File: src/rtl/hazard_tracker_pkg.sv
// rtl/hazard_tracker_pkg.sv - shared pipeline types and constants for the hazard tracker
// Contents:
//   entry_t       one tracked post-decode stage {valid, wa, regwrite, load, pcwrite}
//   FWD_RF        forward-select code meaning "use the register file"
//   DEPTH_MIN/MAX legal range of tracked stages
//   fwd_code()    forward-select code for a given stage number
package hazard_tracker_pkg;

    localparam int DEPTH_MIN = 3;
    localparam int DEPTH_MAX = 6;

    // Entries carry a fixed-width address field so the struct can live here;
    // the tracker only looks at the low AW bits.
    localparam int WA_MAX = 8;

    localparam int              FWD_W  = 3;
    localparam logic [FWD_W-1:0] FWD_RF = 3'd0;

    typedef struct packed {
        logic              valid;
        logic [WA_MAX-1:0] wa;
        logic              regwrite;
        logic              load;
        logic              pcwrite;
    } entry_t;

    localparam entry_t ENTRY_BUBBLE = '0;

    function automatic logic [FWD_W-1:0] fwd_code(input int stage);
        return FWD_W'(stage);
    endfunction

endpackage

File: src/rtl/hazard_tracker_if.sv
// rtl/hazard_tracker_if.sv - decode/execute hazard bundle between pipeline and hazard tracker
// Signals:
//   issue_valid/issue_wa/issue_regwrite/issue_load/issue_pcwrite  decode instruction
//   src_d, src_d_used   decode source addresses and per-source valid mask
//   src_e               execute-stage source addresses
//   branch_taken_e      execute resolved a taken branch
//   stall_f/stall_d/flush_d/flush_e  pipeline control back to the pipeline
//   fwd_sel             per execute source forward select (3 bits each)
//   stall_cnt/flush_cnt saturating performance counters
// Modports: master = pipeline side, slave = hazard tracker.
interface hazard_tracker_if
    import hazard_tracker_pkg::*;
#(
    parameter int AW   = 4,
    parameter int NSRC = 3,
    parameter int CW   = 16
);

    logic                    issue_valid;
    logic [AW-1:0]           issue_wa;
    logic                    issue_regwrite;
    logic                    issue_load;
    logic                    issue_pcwrite;
    logic [NSRC*AW-1:0]      src_d;
    logic [NSRC-1:0]         src_d_used;
    logic [NSRC*AW-1:0]      src_e;
    logic                    branch_taken_e;

    logic                    stall_f;
    logic                    stall_d;
    logic                    flush_d;
    logic                    flush_e;
    logic [NSRC*FWD_W-1:0]   fwd_sel;
    logic [CW-1:0]           stall_cnt;
    logic [CW-1:0]           flush_cnt;

    modport master (
        output issue_valid, issue_wa, issue_regwrite, issue_load, issue_pcwrite,
        output src_d, src_d_used, src_e, branch_taken_e,
        input  stall_f, stall_d, flush_d, flush_e, fwd_sel, stall_cnt, flush_cnt
    );

    modport slave (
        input  issue_valid, issue_wa, issue_regwrite, issue_load, issue_pcwrite,
        input  src_d, src_d_used, src_e, branch_taken_e,
        output stall_f, stall_d, flush_d, flush_e, fwd_sel, stall_cnt, flush_cnt
    );

endinterface

File: src/rtl/hazard_tracker_reg_match.sv
// rtl/hazard_tracker_reg_match.sv - register-address comparator gated by entry eligibility
// Ports:
//   i_elig   entry may take part in matching
//   i_wa     entry destination address
//   i_src    source address being checked
//   o_match  i_elig and addresses equal
module reg_match #(
    parameter int AW = 4
) (
    input  logic          i_elig,
    input  logic [AW-1:0] i_wa,
    input  logic [AW-1:0] i_src,
    output logic          o_match
);

    assign o_match = i_elig && (i_wa == i_src);

endmodule

File: src/rtl/hazard_tracker.sv
// rtl/hazard_tracker.sv - pipeline hazard tracker: forwarding, load-use and PC-write stalls
// Ports:
//   clk    sole clock, rising edge
//   reset  synchronous active-low reset
//   bus    hazard_tracker_if slave: decode/execute inputs, stall/flush/forward outputs,
//          stall and flush performance counters
// Stage numbering: 1 = E, 2 = M, ..., DEPTH = W.
module hazard_tracker
    import hazard_tracker_pkg::*;
#(
    parameter int AW    = 4,
    parameter int DEPTH = 3,
    parameter int NSRC  = 3,
    parameter int PCREG = 15,
    parameter int CW    = 16
) (
    input  logic             clk,
    input  logic             reset,
    hazard_tracker_if.slave  bus
);

    if (DEPTH < DEPTH_MIN || DEPTH > DEPTH_MAX) begin : g_bad_depth
        $error("hazard_tracker: DEPTH out of range");
    end
    if (AW > WA_MAX) begin : g_bad_aw
        $error("hazard_tracker: AW wider than entry address field");
    end

    localparam logic [CW-1:0] CNT_MAX = '1;

    entry_t                     r_pipe [1:DEPTH];
    logic [CW-1:0]              r_stall_cnt;
    logic [CW-1:0]              r_flush_cnt;

    logic [DEPTH:1]             w_elig;
    // Column 1 holds the load-use compare (stage 1 vs decode sources);
    // columns 2..DEPTH hold the forwarding compares against execute sources.
    logic [NSRC-1:0][DEPTH:1]   w_hit;
    logic                       w_load_use;
    logic                       w_pc_busy;
    logic                       w_stall_f;
    logic                       w_stall_d;
    logic                       w_flush_d;
    logic                       w_flush_e;
    logic [NSRC*FWD_W-1:0]      w_fwd_sel;
    logic                       w_unused;

    for (genvar k = 1; k <= DEPTH; k++) begin : g_stage
        assign w_elig[k] = r_pipe[k].valid && r_pipe[k].regwrite &&
                           (r_pipe[k].wa[AW-1:0] != AW'(PCREG));

        for (genvar i = 0; i < NSRC; i++) begin : g_src
            if (k == 1) begin : g_load_use
                reg_match #(.AW(AW)) u_match (
                    .i_elig  (w_elig[1] && r_pipe[1].load && bus.src_d_used[i]),
                    .i_wa    (r_pipe[1].wa[AW-1:0]),
                    .i_src   (bus.src_d[i*AW +: AW]),
                    .o_match (w_hit[i][1])
                );
            end else begin : g_forward
                reg_match #(.AW(AW)) u_match (
                    .i_elig  (w_elig[k]),
                    .i_wa    (r_pipe[k].wa[AW-1:0]),
                    .i_src   (bus.src_e[i*AW +: AW]),
                    .o_match (w_hit[i][k])
                );
            end
        end
    end

    always_comb begin
        w_load_use = 1'b0;
        for (int i = 0; i < NSRC; i++) begin
            w_load_use = w_load_use | w_hit[i][1];
        end
    end

    // A PC write holds fetch until it reaches W; once it sits in W the new
    // PC is available, so stage DEPTH is deliberately left out.
    always_comb begin
        w_pc_busy = bus.issue_valid && bus.issue_pcwrite;
        for (int k = 1; k < DEPTH; k++) begin
            w_pc_busy = w_pc_busy | (r_pipe[k].valid && r_pipe[k].pcwrite);
        end
    end

    always_comb begin
        w_stall_f = 1'b0;
        w_stall_d = 1'b0;
        w_flush_d = 1'b0;
        w_flush_e = 1'b0;
        if (reset) begin
            if (bus.branch_taken_e) begin
                // A taken branch squashes decode and execute; stalling would
                // hold the wrong-path fetch, so stalls are dropped.
                w_flush_d = 1'b1;
                w_flush_e = 1'b1;
            end else begin
                w_stall_f = w_load_use | w_pc_busy;
                w_stall_d = w_load_use;
                w_flush_e = w_load_use;
                w_flush_d = w_pc_busy;
            end
        end
    end

    // Nearest producer wins: scan from W towards M so the youngest match
    // overwrites older ones.
    always_comb begin
        w_fwd_sel = '0;
        if (reset) begin
            for (int i = 0; i < NSRC; i++) begin
                w_fwd_sel[i*FWD_W +: FWD_W] = FWD_RF;
                for (int k = DEPTH; k >= 2; k--) begin
                    if (w_hit[i][k]) begin
                        w_fwd_sel[i*FWD_W +: FWD_W] = fwd_code(k);
                    end
                end
            end
        end
    end

    always_ff @(posedge clk) begin
        if (!reset) begin
            for (int k = 1; k <= DEPTH; k++) begin
                r_pipe[k] <= ENTRY_BUBBLE;
            end
            r_stall_cnt <= '0;
            r_flush_cnt <= '0;
        end else begin
            if (bus.issue_valid && !w_flush_e) begin
                r_pipe[1] <= '{valid:    1'b1,
                               wa:       WA_MAX'(bus.issue_wa),
                               regwrite: bus.issue_regwrite,
                               load:     bus.issue_load,
                               pcwrite:  bus.issue_pcwrite};
            end else begin
                r_pipe[1] <= ENTRY_BUBBLE;
            end
            for (int k = 2; k <= DEPTH; k++) begin
                r_pipe[k] <= r_pipe[k-1];
            end
            if (w_stall_f && (r_stall_cnt != CNT_MAX)) begin
                r_stall_cnt <= r_stall_cnt + CW'(1);
            end
            if (w_flush_e && (r_flush_cnt != CNT_MAX)) begin
                r_flush_cnt <= r_flush_cnt + CW'(1);
            end
        end
    end

    // Some entry fields are never inspected in some stages (load beyond E,
    // pcwrite in W, upper address bits); fold them into one sink.
    always_comb begin
        w_unused = 1'b0;
        for (int k = 1; k <= DEPTH; k++) begin
            w_unused = w_unused ^ (^r_pipe[k]);
        end
    end

    assign bus.stall_f   = w_stall_f;
    assign bus.stall_d   = w_stall_d;
    assign bus.flush_d   = w_flush_d;
    assign bus.flush_e   = w_flush_e;
    assign bus.fwd_sel   = w_fwd_sel;
    assign bus.stall_cnt = r_stall_cnt;
    assign bus.flush_cnt = r_flush_cnt;

endmodule

File: src/flat_wrapper.sv
// flat-port wrapper written by rule: the top's interface ports become plain ports
module hazard_tracker_flat import hazard_tracker_pkg::*;
#(
    parameter int AW    = 4,
    parameter int DEPTH = 3,
    parameter int NSRC  = 3,
    parameter int PCREG = 15,
    parameter int CW    = 16
)
  (clk, reset, bus_issue_valid, bus_issue_wa, bus_issue_regwrite, bus_issue_load, bus_issue_pcwrite, bus_src_d, bus_src_d_used, bus_src_e, bus_branch_taken_e, bus_stall_f, bus_stall_d, bus_flush_d, bus_flush_e, bus_fwd_sel, bus_stall_cnt, bus_flush_cnt);
  hazard_tracker_if #(.AW(AW), .NSRC(NSRC), .CW(CW)) bus_i ();
  input  logic clk;
  input  logic reset;
  input wire logic [$bits(bus_i.issue_valid)-1:0] bus_issue_valid;
  input wire logic [$bits(bus_i.issue_wa)-1:0] bus_issue_wa;
  input wire logic [$bits(bus_i.issue_regwrite)-1:0] bus_issue_regwrite;
  input wire logic [$bits(bus_i.issue_load)-1:0] bus_issue_load;
  input wire logic [$bits(bus_i.issue_pcwrite)-1:0] bus_issue_pcwrite;
  input wire logic [$bits(bus_i.src_d)-1:0] bus_src_d;
  input wire logic [$bits(bus_i.src_d_used)-1:0] bus_src_d_used;
  input wire logic [$bits(bus_i.src_e)-1:0] bus_src_e;
  input wire logic [$bits(bus_i.branch_taken_e)-1:0] bus_branch_taken_e;
  output wire logic [$bits(bus_i.stall_f)-1:0] bus_stall_f;
  output wire logic [$bits(bus_i.stall_d)-1:0] bus_stall_d;
  output wire logic [$bits(bus_i.flush_d)-1:0] bus_flush_d;
  output wire logic [$bits(bus_i.flush_e)-1:0] bus_flush_e;
  output wire logic [$bits(bus_i.fwd_sel)-1:0] bus_fwd_sel;
  output wire logic [$bits(bus_i.stall_cnt)-1:0] bus_stall_cnt;
  output wire logic [$bits(bus_i.flush_cnt)-1:0] bus_flush_cnt;
  assign bus_i.issue_valid = bus_issue_valid;
  assign bus_i.issue_wa = bus_issue_wa;
  assign bus_i.issue_regwrite = bus_issue_regwrite;
  assign bus_i.issue_load = bus_issue_load;
  assign bus_i.issue_pcwrite = bus_issue_pcwrite;
  assign bus_i.src_d = bus_src_d;
  assign bus_i.src_d_used = bus_src_d_used;
  assign bus_i.src_e = bus_src_e;
  assign bus_i.branch_taken_e = bus_branch_taken_e;
  assign bus_stall_f = bus_i.stall_f;
  assign bus_stall_d = bus_i.stall_d;
  assign bus_flush_d = bus_i.flush_d;
  assign bus_flush_e = bus_i.flush_e;
  assign bus_fwd_sel = bus_i.fwd_sel;
  assign bus_stall_cnt = bus_i.stall_cnt;
  assign bus_flush_cnt = bus_i.flush_cnt;
  hazard_tracker #(.AW(AW), .DEPTH(DEPTH), .NSRC(NSRC), .PCREG(PCREG), .CW(CW)) u_core (.clk(clk), .reset(reset), .bus(bus_i));
endmodule
File: config.mk
export PLATFORM = sky130hd
export DESIGN_NAME = hazard_tracker_flat
export DESIGN_NICKNAME = d
export VERILOG_FILES = /design/src/rtl/hazard_tracker_pkg.sv /design/src/rtl/hazard_tracker_if.sv /design/src/rtl/hazard_tracker_reg_match.sv /design/src/rtl/hazard_tracker.sv /design/src/flat_wrapper.sv
export SDC_FILE = /design/constraint.sdc
export NUM_CORES = 1
export LEC_CHECK = 0
export CAP_MARGIN = 0
export CORE_ASPECT_RATIO = 1.5
export CORE_MARGIN = 1
export CORE_UTILIZATION = 40
export DETAILED_ROUTE_END_ITERATION = 8
export DONT_BUFFER_PORTS = 1
export MAX_ROUTING_LAYER = met4
export SLEW_MARGIN = 20
export SYNTH_ARGS = -nofsm -noshare
export SYNTH_HDL_FRONTEND = slang
export SYNTH_SLANG_ARGS = --single-unit
File: constraint.sdc
create_clock -name clk -period 3.8 [get_ports clk]
set_input_delay 0.95 -clock clk [delete_from_list [all_inputs] [get_ports clk]]
set_output_delay 0.95 -clock clk [all_outputs]
set_load 0.01 [all_outputs]
==> impl_metrics.csv <==
group,metric,value,unit
status,status,"finished, final reports clean",
placement,dp_cells,384,
synthesis,synth_area,2800,µm²
routing,routed_wl,5980,µm
routing,num_vias,2238,
worst_setup_path,start_kind,"input port",
finish,finalNetCount,353,
power_and_ir_drop,p_total,0.00105,W
synthesis,synth.top_cells.by_count,"dfxtp_1, nand2_1, xnor2_1",
min_path,hp-class,"reg2reg",
placement,routabilityCongestion,0.809,
grt,grt_max_degree,46,
worst_setup_path,endpoint_kind,"output pin",
power_and_ir_drop,p_seq_frac,0.573,
finish,antenna_cells,0,
worst_setup_path,worstRegToRegCells,7,
sta,relSlewSlack,0.440,
clock_tree,path_clk_slew,80,ps
die,initial_core_util,0.411,
synthesis,synth_cell_type_count,50,
worst_setup_path,critPathKind,"in2out",
grt,grt_pass1_wl,9670,µm
power_and_ir_drop,pwr_density_cell,350,nW/µm²
sta,hold_viol_final,0,
clock_tree,worstSkewPairLatency,310,ps
sta,drv_slew,0,
worst_setup_path,crit_arrival,2240,ps
placement,io_buffer_count,0,
die,rows,37,
min_path,min_path_cells,1,
sta,tightest_slew,835,ps
power_and_ir_drop,comb_power_share,0.068,
grt,grt_pass1_vias,2059,
finish,final-seq-area,1140,µm²
synthesis,postSynthRegisterBits,53,
placement,hpwlAfterDp,4470,µm
clock_tree,htree_levels,2,
run,maxCapViolCount,0,
routing,wire_per_inst,15.2,µm
synthesis,synth_enable_flop_cells,8,
power_and_ir_drop,p_switching,0.000233,W
clock_tree,clock-sinks,53,
finish,layoutNonFillerInstCount,392,
grt,grt.overflow.total,0,
die,die_w,70.3,µm
power_and_ir_drop,clkPwrFrac,0.359,
clock_tree,clock_path_buffers,2,
power_and_ir_drop,max-vdd-ir-drop,0.000207,V
worst_setup_path,cp.required,2850,ps
clock_tree,cts_buffers,5,
clock_tree,post_cts_resized,0,
finish,multi_input_area,1600,µm²
routing,route.detailed.drc,0,
sta,final.setup.tns,0,ps
power_and_ir_drop,internal-power,0.000813,W
synthesis,yosys-top-cells-area,"dfxtp_1, xnor2_1, edfxtp_1",
sta,rsz0062_at_grt,"false",
synthesis,synth_area_per_cell,9.08,µm²
clock_tree,post_cts_buffers,0,
sta,timing.fmax,0.313,GHz
synthesis,ys_seq_area_frac,0.408,
synthesis,synth_cells,308,
sta,setup_viol,0,
power_and_ir_drop,p_leak,1.06,nW
routing,viasPerCell,5.71,
synthesis,async_flop_share,0,
die,die_area,7330,µm²
synthesis,synth_top_area_share,0.322,
clock_tree,cts_tree,"yes",
synthesis,yosysWarnings,0,
synthesis,synth_top_cell_by_area,"dfxtp_1",
finish,fill_cells,685,
sta,timing.final.crit_share,0.840,
routing,first_pass_iters,4,
finish,syn2layout_area_growth,6.85,%
sta,finClkSkew,15.0,ps
die,coreArea,6810,µm²
grt,gr-usage-all-layers,0.167,
sta,period_minus_slack,3190,ps
die,design.portCount,83,
power_and_ir_drop,p_sw_frac,0.223,
grt,antenna_found_initial,0,
routing,antenna_left,0,
die,chipHeight,104,µm
routing,drtIter0Drc,95,
clock_tree,cts_hold_buf,0,
synthesis,synth_flop_cell,"dfxtp_1",
clock_tree,clock-root-buffer,"clkbuf_8",
finish,drive_above_1_share,0.0605,
synthesis,synth.most_common_cell,"dfxtp_1",
worst_setup_path,path_max_fanout,9,
[logic make-up (layout without fill, tap and decap cells)]
| logic type | count (synthesis) | in the layout | share of synthesized area |
|---|---|---|---|
| simple gates | 133 | 133 | 0.253 |
| flops | 53 | 53 | 0.408 |
| compound gates | 49 | 49 | 0.134 |
| xor+xnor | 37 | 37 | 0.116 |
| buf+inv | 19 | 16 | 0.0304 |
| mux | 13 | 13 | 0.0466 |
| fa+ha+maj | 2 | 2 | 0.00895 |
| other cells | 2 | 11 | 0.00269 |
[registers in the layout, indices dropped and copies added, names as in the netlist]
name,cells
u_core.bus.stall_cnt,16
u_core.r_pipe,21
u_core.bus.flush_cnt,16
[metrics by stage]
step	util	area [µm²]	worst slack, ps	hold WS [ps]
5_1_grt	0.439	2990	491	482
6_report	0.439	2990	609	464
3_3_place_gp	0.423	2880	616	438
4_1_cts	0.439	2990	593	465
2_1_floorplan	-	2830	825	429
3_5_place_dp	0.423	2880	597	445
[layer usage]
metal / share of wire / up-vias / GRT usage / routed length (µm)
met4: 0.018 / 0 / 0.0614 / 107
li1: - / 1107 / - / -
met5: 0 / - / - / 0
met3: 0.057 / 9 / 0.0378 / 341
met1: 0.40 / 1053 / 0.179 / 2380
met2: 0.53 / 69 / 0.295 / 3150
[power by group through the flow]
stage / combinational [W] / clock, W / sequential, W
global route: 0.0000795 / 0.000405 / 0.000602
floorplan: 0.0000692 / 0 / 0.000608
CTS: 0.0000715 / 0.000386 / 0.000600
finish: 0.0000709 / 0.000375 / 0.000599
global placement: 0.0000692 / 0 / 0.000612
detailed placement: 0.0000710 / 0 / 0.000613
[critical path: stages]
cell and delay [ps]:
inv_1 50, a222oi_1 60, nor4b_2 190, o31ai_2 740
a21oi_1 250
[layout by cell type (no fill, tap or decap), types with 3 or more instances in the layout]
master    instances
and2_1           20
mux2i_1          13
edfxtp_1          8
a21oi_1          10
xor2_1            8
nand2_1          32
dfxtp_1          45
nor4_1            4
o41ai_1           4
nor2_1           18
o21ai_0           8
nand4_1          17
nand2b_1          6
clkbuf_8          5
and3_1            4
conb_1           11
xnor2_1          29
inv_1             3
nor3_1            5
and4_1            4
nand3_1          16
[final cells by class]
| type | count | share of cell area |
|---|---|---|
| multi-input cells | 245 | 0.537 |
| flip-flops and latches | 53 | 0.382 |
| well taps | 78 | 0.0327 |
| clock buffers | 6 | 0.0243 |
| clock inverters | 2 | 0.0117 |
| inverters | 6 | 0.00754 |
| repair buffers | 2 | 0.00503 |
[final timing paths]
kind / start / endpoint / slack, ps
worst max-delay path: bus_src_d[7] / bus_flush_e / 610
worst min-delay path: u_core.r_pipe[0][26] / u_core.r_pipe[0][38] / 460
worst max register to register: u_core.r_pipe[0][16] / u_core.bus.stall_cnt[7] / 1130
worst min register to register: u_core.r_pipe[0][26] / u_core.r_pipe[0][38] / 460
(Power assumes the default switching activity.)
